## src/rtl/fpu_issue.sv

```systemverilog
// ---------------------------------------------------------------------------
// fpu_issue : single-outstanding issue/writeback controller in front of fpu
// Revision  : 1.0
// ---------------------------------------------------------------------------
`default_nettype none

module fpu_issue #(
  parameter logic [3:0] IDLE_OP = 4'b1111,
  parameter int         TIMEOUT = 15
) (
  input  logic        clk,
  input  logic        rst,
  input  logic        req_valid,
  output logic        req_ready,
  input  logic [3:0]  req_op,
  input  logic [31:0] req_src0,
  input  logic [31:0] req_src1,
  input  logic [4:0]  req_rd,
  output logic [3:0]  fpu_op,
  output logic [31:0] fpu_src0,
  output logic [31:0] fpu_src1,
  input  logic [31:0] fpu_result,
  input  logic        fpu_fin,
  output logic        wb_valid,
  input  logic        wb_ready,
  output logic [31:0] wb_data,
  output logic [4:0]  wb_rd,
  output logic        wb_to_int,
  output logic        wb_illegal,
  output logic        wb_timeout,
  output logic        busy
);

  localparam int         CW          = $clog2(TIMEOUT + 1);
  localparam logic [3:0] C_FIRST_ILL = 4'd13;

  typedef enum logic [1:0] {
    S_IDLE = 2'd0,
    S_BUSY = 2'd1,
    S_DONE = 2'd2
  } state_t;

  state_t        state_q, state_d;
  logic [3:0]    op_q, op_d;
  logic [31:0]   src0_q, src0_d;
  logic [31:0]   src1_q, src1_d;
  logic [4:0]    rd_q, rd_d;
  logic [CW-1:0] cnt_q, cnt_d;
  logic [31:0]   data_q, data_d;
  logic          illegal_q, illegal_d;
  logic          timeout_q, timeout_d;

  always_ff @(posedge clk) begin
    if (rst) begin
      state_q   <= S_IDLE;
      op_q      <= IDLE_OP;
      src0_q    <= 32'd0;
      src1_q    <= 32'd0;
      rd_q      <= 5'd0;
      cnt_q     <= '0;
      data_q    <= 32'd0;
      illegal_q <= 1'b0;
      timeout_q <= 1'b0;
    end else begin
      state_q   <= state_d;
      op_q      <= op_d;
      src0_q    <= src0_d;
      src1_q    <= src1_d;
      rd_q      <= rd_d;
      cnt_q     <= cnt_d;
      data_q    <= data_d;
      illegal_q <= illegal_d;
      timeout_q <= timeout_d;
    end
  end

  always_comb begin
    state_d   = state_q;
    op_d      = op_q;
    src0_d    = src0_q;
    src1_d    = src1_q;
    rd_d      = rd_q;
    cnt_d     = cnt_q;
    data_d    = data_q;
    illegal_d = illegal_q;
    timeout_d = timeout_q;
    req_ready = 1'b0;
    fpu_op    = IDLE_OP;

    case (state_q)
      S_IDLE: begin
        req_ready = 1'b1;
      end
      S_BUSY: begin
        fpu_op = op_q;
        cnt_d  = cnt_q + CW'(1);
        if (fpu_fin) begin
          data_d  = fpu_result;
          state_d = S_DONE;
        end else if (cnt_q == CW'(TIMEOUT - 1)) begin
          data_d    = 32'd0;
          timeout_d = 1'b1;
          state_d   = S_DONE;
        end
      end
      S_DONE: begin
        req_ready = wb_ready;
        if (wb_ready) begin
          state_d = S_IDLE;
        end
      end
      default: begin
        state_d = S_IDLE;
      end
    endcase

    // A new request overrides whatever the state logic above decided.
    if (req_valid && req_ready) begin
      op_d      = req_op;
      src0_d    = req_src0;
      src1_d    = req_src1;
      rd_d      = req_rd;
      cnt_d     = '0;
      timeout_d = 1'b0;
      if (req_op >= C_FIRST_ILL) begin
        illegal_d = 1'b1;
        data_d    = 32'd0;
        state_d   = S_DONE;
      end else begin
        illegal_d = 1'b0;
        state_d   = S_BUSY;
      end
    end
  end

  assign fpu_src0   = src0_q;
  assign fpu_src1   = src1_q;
  assign wb_valid   = (state_q == S_DONE);
  assign busy       = (state_q != S_IDLE);
  assign wb_data    = data_q;
  assign wb_rd      = rd_q;
  assign wb_to_int  = (op_q >= 4'd8) && (op_q <= 4'd11);
  assign wb_illegal = illegal_q;
  assign wb_timeout = timeout_q;

endmodule

`default_nettype wire
```

## config.mk

```make
export PLATFORM = sky130hd
export DESIGN_NAME = fpu_issue
export DESIGN_NICKNAME = d
export VERILOG_FILES = /design/src/rtl/fpu_issue.sv
export SDC_FILE = /design/constraint.sdc
export NUM_CORES = 1
export LEC_CHECK = 0
export CAP_MARGIN = 20
export CORE_ASPECT_RATIO = 0.9
export CORE_MARGIN = 2
export CORE_UTILIZATION = 32
export CTS_BUF_LIST = sky130_fd_sc_hd__clkbuf_2
export DETAILED_ROUTE_END_ITERATION = 7
export DONT_BUFFER_PORTS = 1
export PLACE_DENSITY = 0.46
export SLEW_MARGIN = 5
export SYNTH_ARGS = -nofsm -noshare
export SYNTH_HDL_FRONTEND = slang
export SYNTH_SLANG_ARGS = --single-unit
```

## constraint.sdc

```tcl
create_clock -name clk -period 3 [get_ports clk]
set_input_delay 0.3 -clock clk [delete_from_list [all_inputs] [get_ports clk]]
set_output_delay 0.3 -clock clk [all_outputs]
set_load 0.02 [all_outputs]
```

---- Word-level counts from Yosys, hierarchy flattened ----
Cells that the tools add are included.
operators by class
  eq/ne operators ......................... 6
  reduce and logical (&&, ||, !) cells .... 7
  magnitude comparators ................... 3
  bitwise operators ....................... 1
  muxes and demuxes ....................... 14
  $add $sub $neg .......................... 1
operator list
  operator                                               count
  two-way mux 32 bit                                     5
  two-way mux 2 bit                                      5
  >= comparator 4 bit, second input constant             2
  case mux 2 bit (3 select lines)                        1
  AND reduction 3 bit                                    2
  adder 4 x 1 -> 4 bit, second input constant            1
  equality test 4 bit, second input constant             1
  less-or-equal comparator 4 bit, second input constant  1
  two-way mux 4 bit                                      1
  != test 4 bit, second input constant                   1
  != test 3 x 1 -> 1 bit, second input constant          1
  equality test 2 x 1 -> 1 bit, second input constant    1
  equality test 2 bit, second input constant             1
  logical AND 1 bit                                      2
  zero test 2 bit                                        1
  != test 2 bit, second input constant                   1
  case mux 1 bit (2 select lines)                        1
  nonzero test 2 bit                                     1
  OR reduction 2 bit                                     1
  two-way mux 1 bit                                      1
  inverter 1 bit                                         1
word-level totals
  register bits ........................... 113
  output and inout port bits .............. 111
  logic and storage cells ................. 41

---- Longest topological paths before layout ----
Gate-level depths: netlist (run 1).
  depth after elaboration ................. 6
  depth in mapped cells ................... 6

---- Least setup slack after synthesis (run 1) ----
No wires, ideal clock.
  path type ............................... register -> register
  start ................................... register cnt_q[0]
  end ..................................... register data_q[10] (netlist: wb_data[10])
  setup time .............................. 74 ps
  arrival time ............................ 1,354 ps
  data required time ...................... 2,926 ps
  path slack .............................. 1,572 ps
  stages on the path, launching flop included .. 7
  cell sequence ........................... dfxtp_1 inv_1 ha_1 a31oi_2 clkbuf_1 nand2_1 a31oi_1
on the way
  word-level cells in the longest chain between the ends .. 6
ends and longest elaborated chain
  what                      RTL line  text
  start: declaration        48        logic [CW-1:0] cnt_q, cnt_d;
  start signal: assignment  70        cnt_q <= cnt_d;
  equality test 4 bit *     100       end else if (cnt_q == CW'(TIMEOUT - 1)) begin
  two-way mux 32 bit *      100
  two-way mux 32 bit *      97        if (fpu_fin) begin
  two-way mux 32 bit *      90        case (state_q)
  two-way mux 32 bit        125       if (req_op >= C_FIRST_ILL) begin
  two-way mux 32 bit *      118       if (req_valid && req_ready) begin
  end signal: assignment    71        data_q <= data_d;
  end: declaration          49        logic [31:0] data_q, data_d;
Every way passes the cells marked *; elsewhere a longest branch is shown, timed or not.
A chain may end at the register's enable or synchronous reset.

---- Worst setup path in the final report (run 1) ----
  start ................................... register state_q[0]
  end ..................................... register data_q[26] (netlist: wb_data[26])
on the way
  word-level cells in the longest chain between the ends .. 4
  elaborated cells on any way between the ends .. 8
ends and longest elaborated chain
  what                                                                   RTL line  text
  start: declaration                                                     43        state_t state_q, state_d;
  start signal: assignment                                               65        state_q <= state_d;
  equality test 2 bit (tied with other cells)                            90
  case mux 1 bit (2 select lines) or two-way mux 32 bit (tied branches)  90
  logical AND 1 bit or two-way mux 32 bit (tied branches)                118, 125
  two-way mux 32 bit *                                                   118
Marks and branches as above.

==> metrics, run 1 <==
shortest period the worst path allows=2350 ps; buffer type at the clock tree root=sky130_fd_sc_hd__clkbuf_2; worst clock skew=around 23 ps; setup repair after global routing missed its margin=false; clock tree from TritonCTS=built; global-route usage over all layers=19.3%; top library cells by usage in the layout, fill and taps aside=141 x sky130_fd_sc_hd__dlygate4sd3_1, 113 x sky130_fd_sc_hd__dfxtp_1, 110 x sky130_fd_sc_hd__nand3_1, 76 x sky130_fd_sc_hd__o21ai_0, 70 x sky130_fd_sc_hd__a21oi_1; path category of the worst min-delay check=primary input to register; startpoint kind of the worst setup timing path=register; area added between synthesis and finish=35.6%; fmax=425 MHz; die height=117 um; area of the core=0.0140 mm^2; TritonCTS Buffers=17; number of hold-slack violations in the final timing report=0; number of cell rows=41; via count of the first global-routing pass=4470; count of yosys warnings during synthesis=0; total iterations of the first detailed-routing run=5; count of unique library cells instantiated by Yosys=33; number of antenna violations at the first check in global routing=0; share of the cycle needed by the critical path after routing=about four fifths; Remaining Overflow, GRT=0; post-DR wirelength/cell=17.1 um; Worst VDD drop=~0.23 mV; count of state elements after synthesis=113; WL final=15000 um; global-route wire length before repair=between 20000 and 25000 um; count of buffers added by post-CTS timing repair for setup=0; width of the chip=approximately 130 um; power density over the cells=476 mW/mm^2; antenna-violating nets left=0; clock sink count=113; type of the worst setup path=register to register; Slew HR=50.1%; number of top-level design ports=between 200 and 250; total die area=between 0.015 and 0.02 mm^2; clock transition at the registers of the reported paths=160 ps; Clock Latency Late Sink=640 ps; Synth Instances=565; share of synthesized area occupied by flip-flops and latches=49.6%; outcome=finished, final reports clean; clock tree buffer depth=2; vias post-DR=4607; average size of a mapped cell=8.07 um^2; number of antenna diodes=0; total power draw=2.94 mW; final net count=a little under 800; count of input and output buffers=0; post-detail-place hpwl=8550 um; critical path data arrival time=between 2000 and 3000 ps; Final Setup Violations=0; final number of max-transition violations=0; DR iter-0 viols=284; WP data required=around 3600 ps; instance count along the most critical hold path=4; post-DR vias/cell=5.27; total number of H-tree levels=4; most frequent standard cell in the layout excluding fill and tap cells=sky130_fd_sc_hd__dlygate4sd3_1; post-synth net total=677; number of maximum-capacitance constraint violations=0; count of filler cells inserted in the layout=around 1400; mapped cell area=about 0.0046 mm^2; layout cells sized above 1=under 10%; critical path fanouts, max=28; Least-Margin Pin Slew=749 ps; type of destination of the critical path=register; path depth of the worst reg2reg path=5; pin count of the biggest net entering global routing=slightly below 80; Placer Congestion=0.693; TNS Setup=0 ps; starting density of the core=32.7%; Post-route DRC=0; leakage power of the design=2.06 nW
==> power by group <==
| part | switching [mW] | total [mW] | internal [mW] |
|---|---|---|---|
| registers | 0.180 | 1.78 | 1.60 |
| clock network | 0.524 | 0.707 | 0.183 |
| logic | 0.246 | 0.461 | 0.216 |
| total | 0.950 | 2.94 | 1.99 |
==> worst max-delay path: stages, from the launching register on <==
cell,delay (ps)
sky130_fd_sc_hd__dfxtp_1,480
sky130_fd_sc_hd__nor2b_4,590
sky130_fd_sc_hd__buf_4,340
sky130_fd_sc_hd__nand3_1,90
sky130_fd_sc_hd__dlygate4sd3_1,560
sky130_fd_sc_hd__a31oi_1,200
==> through the flow <==
| stage | worst slack, ps | area, um^2 | hold slack [ps] | utilization, % | instances |
|---|---|---|---|---|---|
| 3_5_place_dp | 1150 | 4600 | 377 | 33.0 | 707 |
| 6_report | 650 | 6180 | 97.8 | 44.3 | 875 |
| 3_3_place_gp | 1210 | 4600 | 376 | 33.0 | 707 |
| 5_1_grt | 425 | 6180 | 44.5 | 44.3 | 875 |
| 4_1_cts | 587 | 6180 | 7.92 | 44.3 | 875 |
| 2_1_floorplan | 1570 | 4560 | 448 | - | 565 |
==> sequential cells by signal, summed over array words and instances, names as in the netlist <==
| register | flops |
|---|---|
| wb_data | 32 |
| wb_illegal | 1 |
| fpu_src0 | 32 |
| wb_rd | 5 |
| cnt_q | 4 |
| wb_timeout | 1 |
| fpu_src1 | 32 |
| state_q | 2 |
| op_q | 4 |
==> metal layers <==
metal	up-vias	track usage, %	part of all wire [%]
met1	2183	23.0	40
met5	-	0	0
met4	0	5.95	1.6
li1	2220	-	-
met2	187	31.4	48
met3	17	8.50	9.6
==> what timing repair did <==
action	in CTS	in global routing
hold buffers	143	0
gates resized for setup	0	0
hold endpoints to repair	113	0
==> path summary, 6_finish.rpt <==
| check | startpoint | endpoint | slack [ps] |
|---|---|---|---|
| setup / recovery | state_q[0] | wb_data[26] | 650 |
| hold / removal | fpu_fin | wb_timeout | 100 |
| setup reg to reg | state_q[0] | wb_data[26] | 650 |
| hold reg to reg | op_q[1] | op_q[1] | 520 |
==> synthesized netlist by cell type <==
cell | n | area [um^2]
sky130_fd_sc_hd__dfxtp_1 | 113 | 2260
sky130_fd_sc_hd__nand3_1 | 110 | 551
sky130_fd_sc_hd__o21ai_0 | 76 | 380
sky130_fd_sc_hd__a21oi_1 | 70 | 350
sky130_fd_sc_hd__nand2_1 | 64 | 240
sky130_fd_sc_hd__a31oi_1 | 34 | 213
sky130_fd_sc_hd__clkbuf_1 | 27 | 101
sky130_fd_sc_hd__buf_2 | 21 | 105
sky130_fd_sc_hd__nand2b_1 | 7 | 43.8
sky130_fd_sc_hd__buf_1 | 5 | 18.8
sky130_fd_sc_hd__buf_4 | 5 | 37.5
sky130_fd_sc_hd__nor2_1 | 4 | 15.0
sky130_fd_sc_hd__inv_1 | 3 | 11.3
sky130_fd_sc_hd__nor3_1 | 3 | 15.0
sky130_fd_sc_hd__and2b_1 | 2 | 15.0
sky130_fd_sc_hd__ha_1 | 2 | 25.0
sky130_fd_sc_hd__nor2b_1 | 2 | 12.5
sky130_fd_sc_hd__or3_1 | 2 | 12.5
sky130_fd_sc_hd__a2111oi_2 | 1 | 15.0
sky130_fd_sc_hd__a211oi_1 | 1 | 7.51
sky130_fd_sc_hd__a31oi_2 | 1 | 12.5
sky130_fd_sc_hd__a32oi_1 | 1 | 8.76
sky130_fd_sc_hd__and2b_4 | 1 | 10.0
sky130_fd_sc_hd__and3_1 | 1 | 6.26
sky130_fd_sc_hd__buf_6 | 1 | 11.3
sky130_fd_sc_hd__clkbuf_2 | 1 | 5.00
sky130_fd_sc_hd__nand2b_4 | 1 | 13.8
sky130_fd_sc_hd__nand3b_1 | 1 | 7.51
sky130_fd_sc_hd__o211ai_1 | 1 | 7.51
sky130_fd_sc_hd__o31ai_4 | 1 | 21.3
sky130_fd_sc_hd__or2_2 | 1 | 6.26
sky130_fd_sc_hd__xnor2_1 | 1 | 8.76
sky130_fd_sc_hd__xor2_1 | 1 | 8.76
==> cells by family (layout without fill, tap and decap cells) <==
kind of cell / after synthesis / in the layout / synth area share (%)
AO/OA/AOI/OAI: 186 / 186 / 22.3
flip-flops: 113 / 113 / 49.6
buffers and inverters: 63 / 180 / 6.37
adder cells (fa/ha/maj): 2 / 2 / 0.549
XOR/XNOR: 2 / 2 / 0.384
AND/OR/NAND/NOR: 199 / 199 / 20.8
==> final cells by class <==
class | instances | area [um^2] | area share (%)
Sequential cell | 113 | 2260 | 36.6
Clock buffer | 20 | 100 | 1.62
Multi-Input combinational cell | 389 | 2020 | 32.7
Tap cell | 193 | 241 | 3.91
Timing Repair Buffer | 152 | 1530 | 24.7
Clock inverter | 5 | 21.3 | 0.344
Inverter | 3 | 11.3 | 0.182
(Power assumes the default switching activity.)
==> inputs of run 2 (changes only) <==
==> constraint.sdc (replaced) <==
create_clock -name clk -period 2.2 [get_ports clk]
set_input_delay 0.22 -clock clk [delete_from_list [all_inputs] [get_ports clk]]
set_output_delay 0.22 -clock clk [all_outputs]
set_load 0.02 [all_outputs]
==> run 2 against run 1 <==
  * Critical path depth grew 1
  * Clock power grew 82%
  * Clock-buffer cell count grew 3
==> metrics, run 2 (synthesis results as in run 1) <==
Post-Layout Cell Count=892 (+1.9%); total iterations of the first detailed-routing run=5 (unchanged); worst clock skew=28.1 ps (+5.26 ps); final number of max-transition violations=0 (unchanged); switching power total=1.35 mW (+43%); starting density of the core=32.7% (unchanged); Remaining Overflow, GRT=0 (unchanged); via count of the first global-routing pass=4510 (+0.89%); power density over the cells=685 mW/mm^2 (+44%); fmax=477 MHz; CP most frequent cell=sky130_fd_sc_hd__dlygate4sd3_1; post-DR wirelength/cell=17.2 um (+0.40%); Least-Margin Pin Slew=487 ps (-261 ps); combinational share of power=15.2% (-0.5 points); clock tree from TritonCTS=built; worst hold margin=52.4 ps (-45.4 ps); Post-Place Cell Area=0.00467 mm^2 (+1.5%); Int Power=3.03 mW (+52%); share of total power in the clock network=29.5% (+5.5 points); list of cells traversed by the critical path=dlygate4sd3_1 > o211ai_1 > dlygate4sd3_1 > or3_1 > a31oi_1 > dlygate4sd3_1; WP data required=2810 ps (-750 ps); top library cells by usage in the layout, fill and taps aside=144 x sky130_fd_sc_hd__dlygate4sd3_1, 111 x sky130_fd_sc_hd__dfxtp_1, 110 x sky130_fd_sc_hd__nand3_1, 76 x sky130_fd_sc_hd__o21ai_0, 70 x sky130_fd_sc_hd__a21oi_1; Worst VDD drop=0.416 mV (+77%); origin of the critical flop-to-flop path=state_q[0]; area of the multi-input gates=0.00203 mm^2 (+0.37%); TNS Setup=0 ps (unchanged); buffering stage count on the worst path with inverters included=3 (+1); global-route usage over all layers=19.4% (+0.15 points); final net count=799 (+1.4%); type of destination of the critical path=register; Crit path max-delay family=buffers and inverters; path category of the worst min-delay check=primary input to register; share of the cycle needed by the critical path after routing=95.3%; leakage power of the design=2.18 nW (+5.7%); Storage cell area=0.00226 mm^2 (+0.11%); total number of H-tree levels=4 (unchanged); area of the core=0.0140 mm^2 (unchanged); Clock Latency Late Sink=670 ps (+30 ps); die height=117 um (unchanged); clock sink count=113 (unchanged); global-route wire length before repair=23100 um (+0.54%); vias post-DR=4709 (+2.2%); proportion of power drawn by flip-flops and latches=55.3% (-5.0 points); number of maximum-capacitance constraint violations=0 (unchanged); post-detail-place hpwl=8810 um (+3.1%); number of cell rows=41 (unchanged); number of antenna violations at the first check in global routing=0 (unchanged); setup repair after global routing missed its margin=false; pin count of the biggest net entering global routing=79 (unchanged); core utilization of the finished layout=45.8% (+1.6 points); clock tree buffer depth=2 (unchanged); cell count after placement=711 (+0.57%); post-DR vias/cell=5.28 (+0.27%); area added between synthesis and finish=40.3%; DR iter-0 viols=272 (-4.2%); critical path data arrival time=2710 ps (-200 ps); CP max stage delay=640 ps (+50 ps); final instance area=0.00640 mm^2 (+3.5%); total number of cells along the worst setup path=6 (+1); outcome=finished, final reports clean; clock transition at the registers of the reported paths=160 ps (about the same); WL final=15300 um (+2.3%); number of antenna diodes=0 (unchanged); slowest cell on the critical path=sky130_fd_sc_hd__dlygate4sd3_1; critical path fanouts, max=2 (-93%); count of input and output buffers=0 (unchanged); Slew HR=67.4% (+17 points); Placer Congestion=0.744 (+7.4%); net switching fraction of the power=30.9% (-1.4 points); Worst Hold Path EP=fpu_src0[12]; number of top-level design ports=221 (unchanged); startpoint of the lowest-slack hold path=wb_ready; TritonCTS Buffers=17 (unchanged); shortest period the worst path allows=~2100 ps; Final Setup Violations=0 (unchanged); total die area=0.0152 mm^2 (unchanged); startpoint kind of the worst setup timing path=primary input; antenna-violating nets left=0 (unchanged); count of filler cells inserted in the layout=1365 (-4.3%); critical register-to-register path endpoint=fpu_src1[6]; layout cells sized above 1=8.44% (+2.3 points); instance count along the most critical hold path=3 (-1); most frequent standard cell in the layout excluding fill and tap cells=sky130_fd_sc_hd__dlygate4sd3_1; reg-to-reg slack, setup=200 ps (-450 ps); Post-route DRC=0 (unchanged); buffer type at the clock tree root=sky130_fd_sc_hd__clkbuf_2; type of the worst setup path=primary input to register; number of hold-slack violations in the final timing report=0 (unchanged); width of the chip=130 um (unchanged); path depth of the worst reg2reg path=5 (unchanged)
## run 2: cell count changes in the layout (fill, tap and decap cells not counted), sizes merged
cell,before,now
and2b,3,4
buf,11,18
bufinv,0,2
clkbuf,20,23
clkinv,5,6
dlygate4sd3,141,144
## run 2: worst max-delay path by stage
| stage | from | slack (ps) | endpoint |
|---|---|---|---|
| 3_3_place_gp | state_q[0] | 570 | fpu_src0[26] |
| 2_1_floorplan | cnt_q[0] | 770 | wb_data[10] |
| 6_report | req_op[3] | 100 | state_q[1] |
| 4_1_cts | state_q[1] | 10 | fpu_src1[6] |
| 5_1_grt | state_q[0] | 90 | wb_data[31] |
| 3_5_place_dp | state_q[0] | 520 | fpu_src0[17] |
## run 2: stage by stage
step           total power [mW]  setup WS [ps]
5_1_grt                    4.62           87.3
3_3_place_gp               2.87            573
6_report                   4.38            103
2_1_floorplan              2.79            772
4_1_cts                    4.43           14.7
3_5_place_dp               2.89            523
## run 2: cell type report
cell class / count / share of cell area [%]
well taps: 193 / 3.77
repair buffers: 162 / 25.8
inverters: 3 / 0.176
multi-input cells: 390 / 31.7
flip-flops and latches: 113 / 35.4
clock buffers: 23 / 1.80
clock inverters: 8 / 1.39
## run 2: power by group through the flow
stage                     registers, mW  clock network [mW]  logic (mW)
final                              2.42                1.29       0.668
after global placement             2.46                   0       0.409
after floorplan                    2.43                   0       0.365
after global routing               2.44                1.44       0.735
after detailed placement           2.47                   0       0.423
after CTS                          2.42                1.35       0.661
## run 2: worst register-to-register path: cells and delay by family, from the launching register on
kind,cells,cell delay (ps)
DFF,1,380
buffers and inverters,2,810
and+or+nand+nor,2,650
AOI/OAI and AO/OA,1,130
## run 2: routing by layer
layer | part of all wire [%] | vias up | routed length (um) | GRT usage, %
li1 | - | 2250 | - | -
met1 | 41 | 2250 | 6260 | 22.6
met2 | 49 | 193 | 7420 | 32.3
met3 | 9.1 | 16 | 1400 | 8.23
met4 | 1.5 | 0 | 222 | 6.81
met5 | 0 | - | 0 | 0
## run 2: what timing repair did
action	4_1_cts	5_1_grt
hold endpoints to repair	113	0
hold buffers	146	0
gates resized for setup	0	3
endpoints found under the setup margin	4	6
buffers inserted	3	0
cloned	0	1
==> variant 1 (flow settings as in run 1) <==
`TIMEOUT`: 15 -> 14.
--- a/src/rtl/fpu_issue.sv
+++ b/src/rtl/fpu_issue.sv
@@ -8,3 +8,3 @@
   parameter logic [3:0] IDLE_OP = 4'b1111,
-  parameter int         TIMEOUT = 15
+  parameter int         TIMEOUT = 14
 ) (
Function: no difference found for any inputs over 10 cycles, from zero or initial values and one cycle with rst high; that may be too few to reach the edited logic, so the function may still have changed.
==> variant 1 against run 1 <==
The flow now stops in 4_1_cts. Synthesized area about the same.
==> variant 1: results (changes against run 1) <==
- Result of the run: aborted with a tool error (was finished, final reports clean)
- Port Buffers: 0 (unchanged)
- Main synth FF type: sky130_fd_sc_hd__dfxtp_1 (unchanged)
- Clock Path Buffers: 2 (unchanged)
- Area after DPL: 4610 um2 (was 4600 um2)
- H-tree depth: 4 (unchanged)
- Post-detailed-placement half-perimeter wirelength: 8.60 mm (was 8.55 mm)
- First error message: [ERROR RSZ-0060] Max buffer count reached.
- Count of unique library cells instantiated by Yosys: 33 (unchanged)
- Synthesized Nets: 677 (unchanged)
- Synthesis warning total: 0 (unchanged)
- Fraction of the yosys area taken by sequential cells: 49.6% (about the same)
- Stage at which the run stopped: 4_1_cts
- Placer Congestion: 0.714 (was 0.693)
- Clock sinks: 113 (unchanged)
- Most used standard cells in the synthesized netlist: sky130_fd_sc_hd__dfxtp_1, sky130_fd_sc_hd__nand3_1, sky130_fd_sc_hd__o21ai_0 (unchanged)
- Cts-stage hold buffer count: 149 (was 143)
- Number of buffers added by the clock tree synthesis step: 17 (unchanged)
- Site Rows: 41 (unchanged)
- # resized after CTS: 0 (unchanged)
- Top cells by area in the synthesized netlist: sky130_fd_sc_hd__dfxtp_1, sky130_fd_sc_hd__nand3_1, sky130_fd_sc_hd__o21ai_0, sky130_fd_sc_hd__a21oi_1, sky130_fd_sc_hd__nand2_1 (unchanged)
- Post-CTS Setup Bufs: 0 (unchanged)
- Share of flip-flops with an asynchronous set or reset after synthesis: 0% (unchanged)
- Root Buffer: sky130_fd_sc_hd__clkbuf_2 (unchanged)
- Place WS: 1.11 ns (was 1.15 ns)
## variant 1: through the flow
| step | std cells | util, % |
|---|---|---|
| after detailed placement | 706 | 33.0 |
| after global placement | 706 | 33.0 |
| after floorplan | 565 | - |
## variant 1: kinds of logic after synthesis
| logic type | after synthesis | synth area share (%) |
|---|---|---|
| AOI/OAI and AO/OA | 186 | 22.3 |
| xor gates and xnor gates | 2 | 0.384 |
| adders and majority gates | 2 | 0.549 |
| buffers and inverters | 63 | 6.34 |
| DFF | 113 | 49.6 |
| and+or+nand+nor | 199 | 20.8 |
==> variant 2 (config.mk and constraints of run 1) <==
Made on the original files. Re-encode `state_t` (3 states) as one-hot, 3 bits wide.
--- a/src/rtl/fpu_issue.sv
+++ b/src/rtl/fpu_issue.sv
@@ -36,6 +36,6 @@
 
-  typedef enum logic [1:0] {
-    S_IDLE = 2'd0,
-    S_BUSY = 2'd1,
-    S_DONE = 2'd2
+  typedef enum logic [2:0] {
+    S_IDLE = 3'b001,
+    S_BUSY = 3'b010,
+    S_DONE = 3'b100
   } state_t;
Formal check against the unedited RTL: no difference found for any inputs over 10 cycles, from zero or initial values and one cycle with rst high; not proved beyond that.
==> variant 2 against run 1 <==
Via count down 19%. Synthesized area down 11%. Sequential cell count up 1. Sequential share of layout area up 4.3 points. Worst setup slack worse by 0.0026 ns. Die area down 10%. Wire length down 23%. Core utilization up 0.25 points. Maximum frequency down 0.11%. Combinational power down 7.6%. Power up 5.4%. Design area down 9.6%.
==> variant 2: results (changes against run 1) <==
- First-pass GRT wire length: 18.4 mm (was 22.9 mm)
- First-pass detailed-route iteration total: 5 (unchanged)
- Count of unique library cells instantiated by Yosys: 31 (was 33)
- DRC violation total after the first TritonRoute iteration: 158 (was 284)
- Vias in the first global route: 3883 (was 4470)
- Leakage Power: 2.11 nW (was 2.06 nW)
- Result of the run: finished, final reports clean (unchanged)
- Hold violation total from the final report: 0 (unchanged)
- Post-CTS Setup Bufs: 0 (unchanged)
- Most used standard cells in the synthesized netlist: sky130_fd_sc_hd__nand2_1, sky130_fd_sc_hd__dfxtp_1, sky130_fd_sc_hd__a21oi_1 (was sky130_fd_sc_hd__dfxtp_1, sky130_fd_sc_hd__nand3_1, sky130_fd_sc_hd__o21ai_0)
- Nets: 702 (was 788)
- Max-Slew Margin vs Limit: 46.7% (was 50.1%)
- Fraction of final layout cells with drive strength greater than 1: 7.14% (was 6.16%)
- Clock transition at the registers of the reported paths: ~0.17 ns
- Largest voltage drop on the vdd net: 366 uV (was 234 uV)
- Maximum fanout encountered on the critical timing path: 37 (was 28)
- Synthesized Nets: 595 (was 677)
- Final antenna diode count: 0 (unchanged)
- Number of antenna violations at the first check in global routing: 0 (unchanged)
- RR Startpoint: state_q[2] (was state_q[0])
- Final setup violation count: 0 (unchanged)
- Slowest Stage Delay on Critical Path: 0.69 ns (was 0.59 ns)
- Share of flip-flops with an asynchronous set or reset after synthesis: 0% (unchanged)
- Placer Congestion: 0.781 (was 0.693)
- Maximum number of pins on one net before global-route repair: 79 (unchanged)
- HP Start: req_op[3] (was fpu_fin)
- Clock network latency to the later pin of the worst-skew pair: 0.64 ns (about the same)
- Average detailed-routed wire length per instance: 15.0 um (was 17.1 um)
- Switching power summed over all nets: 0.920 mW (was 0.950 mW)
- GR Util All Layers: 17.3% (was 19.3%)
- Clock skew after layout: 0.0282 ns (was 0.0228 ns)
- Worst path slowest cell: sky130_fd_sc_hd__o21a_2 (was sky130_fd_sc_hd__nor2b_4)
- Fraction of the yosys area taken by sequential cells: 56.1% (was 49.6%)
- Post-detailed-placement half-perimeter wirelength: 7.01 mm (was 8.55 mm)
- Main synth FF type: sky130_fd_sc_hd__dfxtp_1 (unchanged)
- R2R cell count: 5 (unchanged)
- Via count of the routed design: 3736 (was 4607)
- Top cells by area in the synthesized netlist: sky130_fd_sc_hd__dfxtp_1, sky130_fd_sc_hd__nand2_1, sky130_fd_sc_hd__a21oi_1, sky130_fd_sc_hd__a22oi_1, sky130_fd_sc_hd__nor2_1 (was sky130_fd_sc_hd__dfxtp_1, sky130_fd_sc_hd__nand3_1, sky130_fd_sc_hd__o21ai_0, sky130_fd_sc_hd__a21oi_1, sky130_fd_sc_hd__nand2_1)
- Root Buffer: sky130_fd_sc_hd__clkbuf_2 (unchanged)
- Min-Delay Path Depth: 3 (was 4)
==> variant 2: through the flow <==
stage	hold WS, ns	area [um2]	utilization, %	setup WS [ns]	cells
after global placement	0.375	4180	33.4	0.854	617
after detailed placement	0.381	4200	33.5	1.00	618
final	0.116	5590	44.5	0.647	766
after CTS	0.0341	5590	44.5	0.631	766
after floorplan	0.424	4070	-	1.44	483
after global routing	0.0359	5590	44.5	0.458	766
==> variant 2: per-layer routing <==
layer | routed length [um] | global-route usage, % | up-vias
met5 | 0 | 0 | -
met1 | 4390 | 18.1 | 1734
met4 | 164 | 6.36 | 0
li1 | - | - | 1807
met3 | 1290 | 8.44 | 12
met2 | 5670 | 29.6 | 183
==> variant 2: path summary, 6_finish.rpt <==
check	to	slack, ns
worst min register to register	op_q[1]	0.49
worst max register to register	state_q[2]	0.65
worst max-delay path	state_q[2]	0.65
worst min-delay path	wb_illegal	0.12
==> variant 2: critical path, delay by kind of cell (launching register included) <==
family | cells | cell delay (ns)
simple gates | 2 | 0.40
compound gates | 2 | 0.80
buf+inv | 1 | 0.60
flops | 1 | 0.45
==> variant 2: repair_timing <==
item | 4_1_cts | 5_1_grt
hold endpoints to repair | 114 | 0
hold buffers | 117 | 0
gates resized for setup | 0 | 0
==> variant 2: kinds of logic after synthesis <==
kind of cell,Yosys count,share of synthesized area [%]
buffers and inverters,40,4.58
and+or+nand+nor,212,21.1
xor gates and xnor gates,3,0.646
adders and majority gates,2,0.615
AOI/OAI and AO/OA,112,16.9
DFF,114,56.1
==> variant 2: power groups by stage <==
| stage | Sequential [mW] | Combinational, mW | Clock, mW |
|---|---|---|---|
| final | 1.77 | 0.426 | 0.911 |
| after global routing | 1.78 | 0.478 | 1.04 |
| after CTS | 1.77 | 0.427 | 0.967 |
| after detailed placement | 1.80 | 0.281 | 0 |
| after global placement | 1.80 | 0.273 | 0 |
| after floorplan | 1.78 | 0.246 | 0 |
==> variant 2: layout make-up <==
| type | count | area [um2] |
|---|---|---|
| Fill cell | 1212 | 6950 |
| Sequential cell | 114 | 2280 |
| Multi-Input combinational cell | 329 | 1620 |
| Timing Repair Buffer | 125 | 1270 |
| Tap cell | 164 | 205 |
| Clock buffer | 22 | 110 |
| Clock inverter | 9 | 90.1 |
| Inverter | 3 | 11.3 |
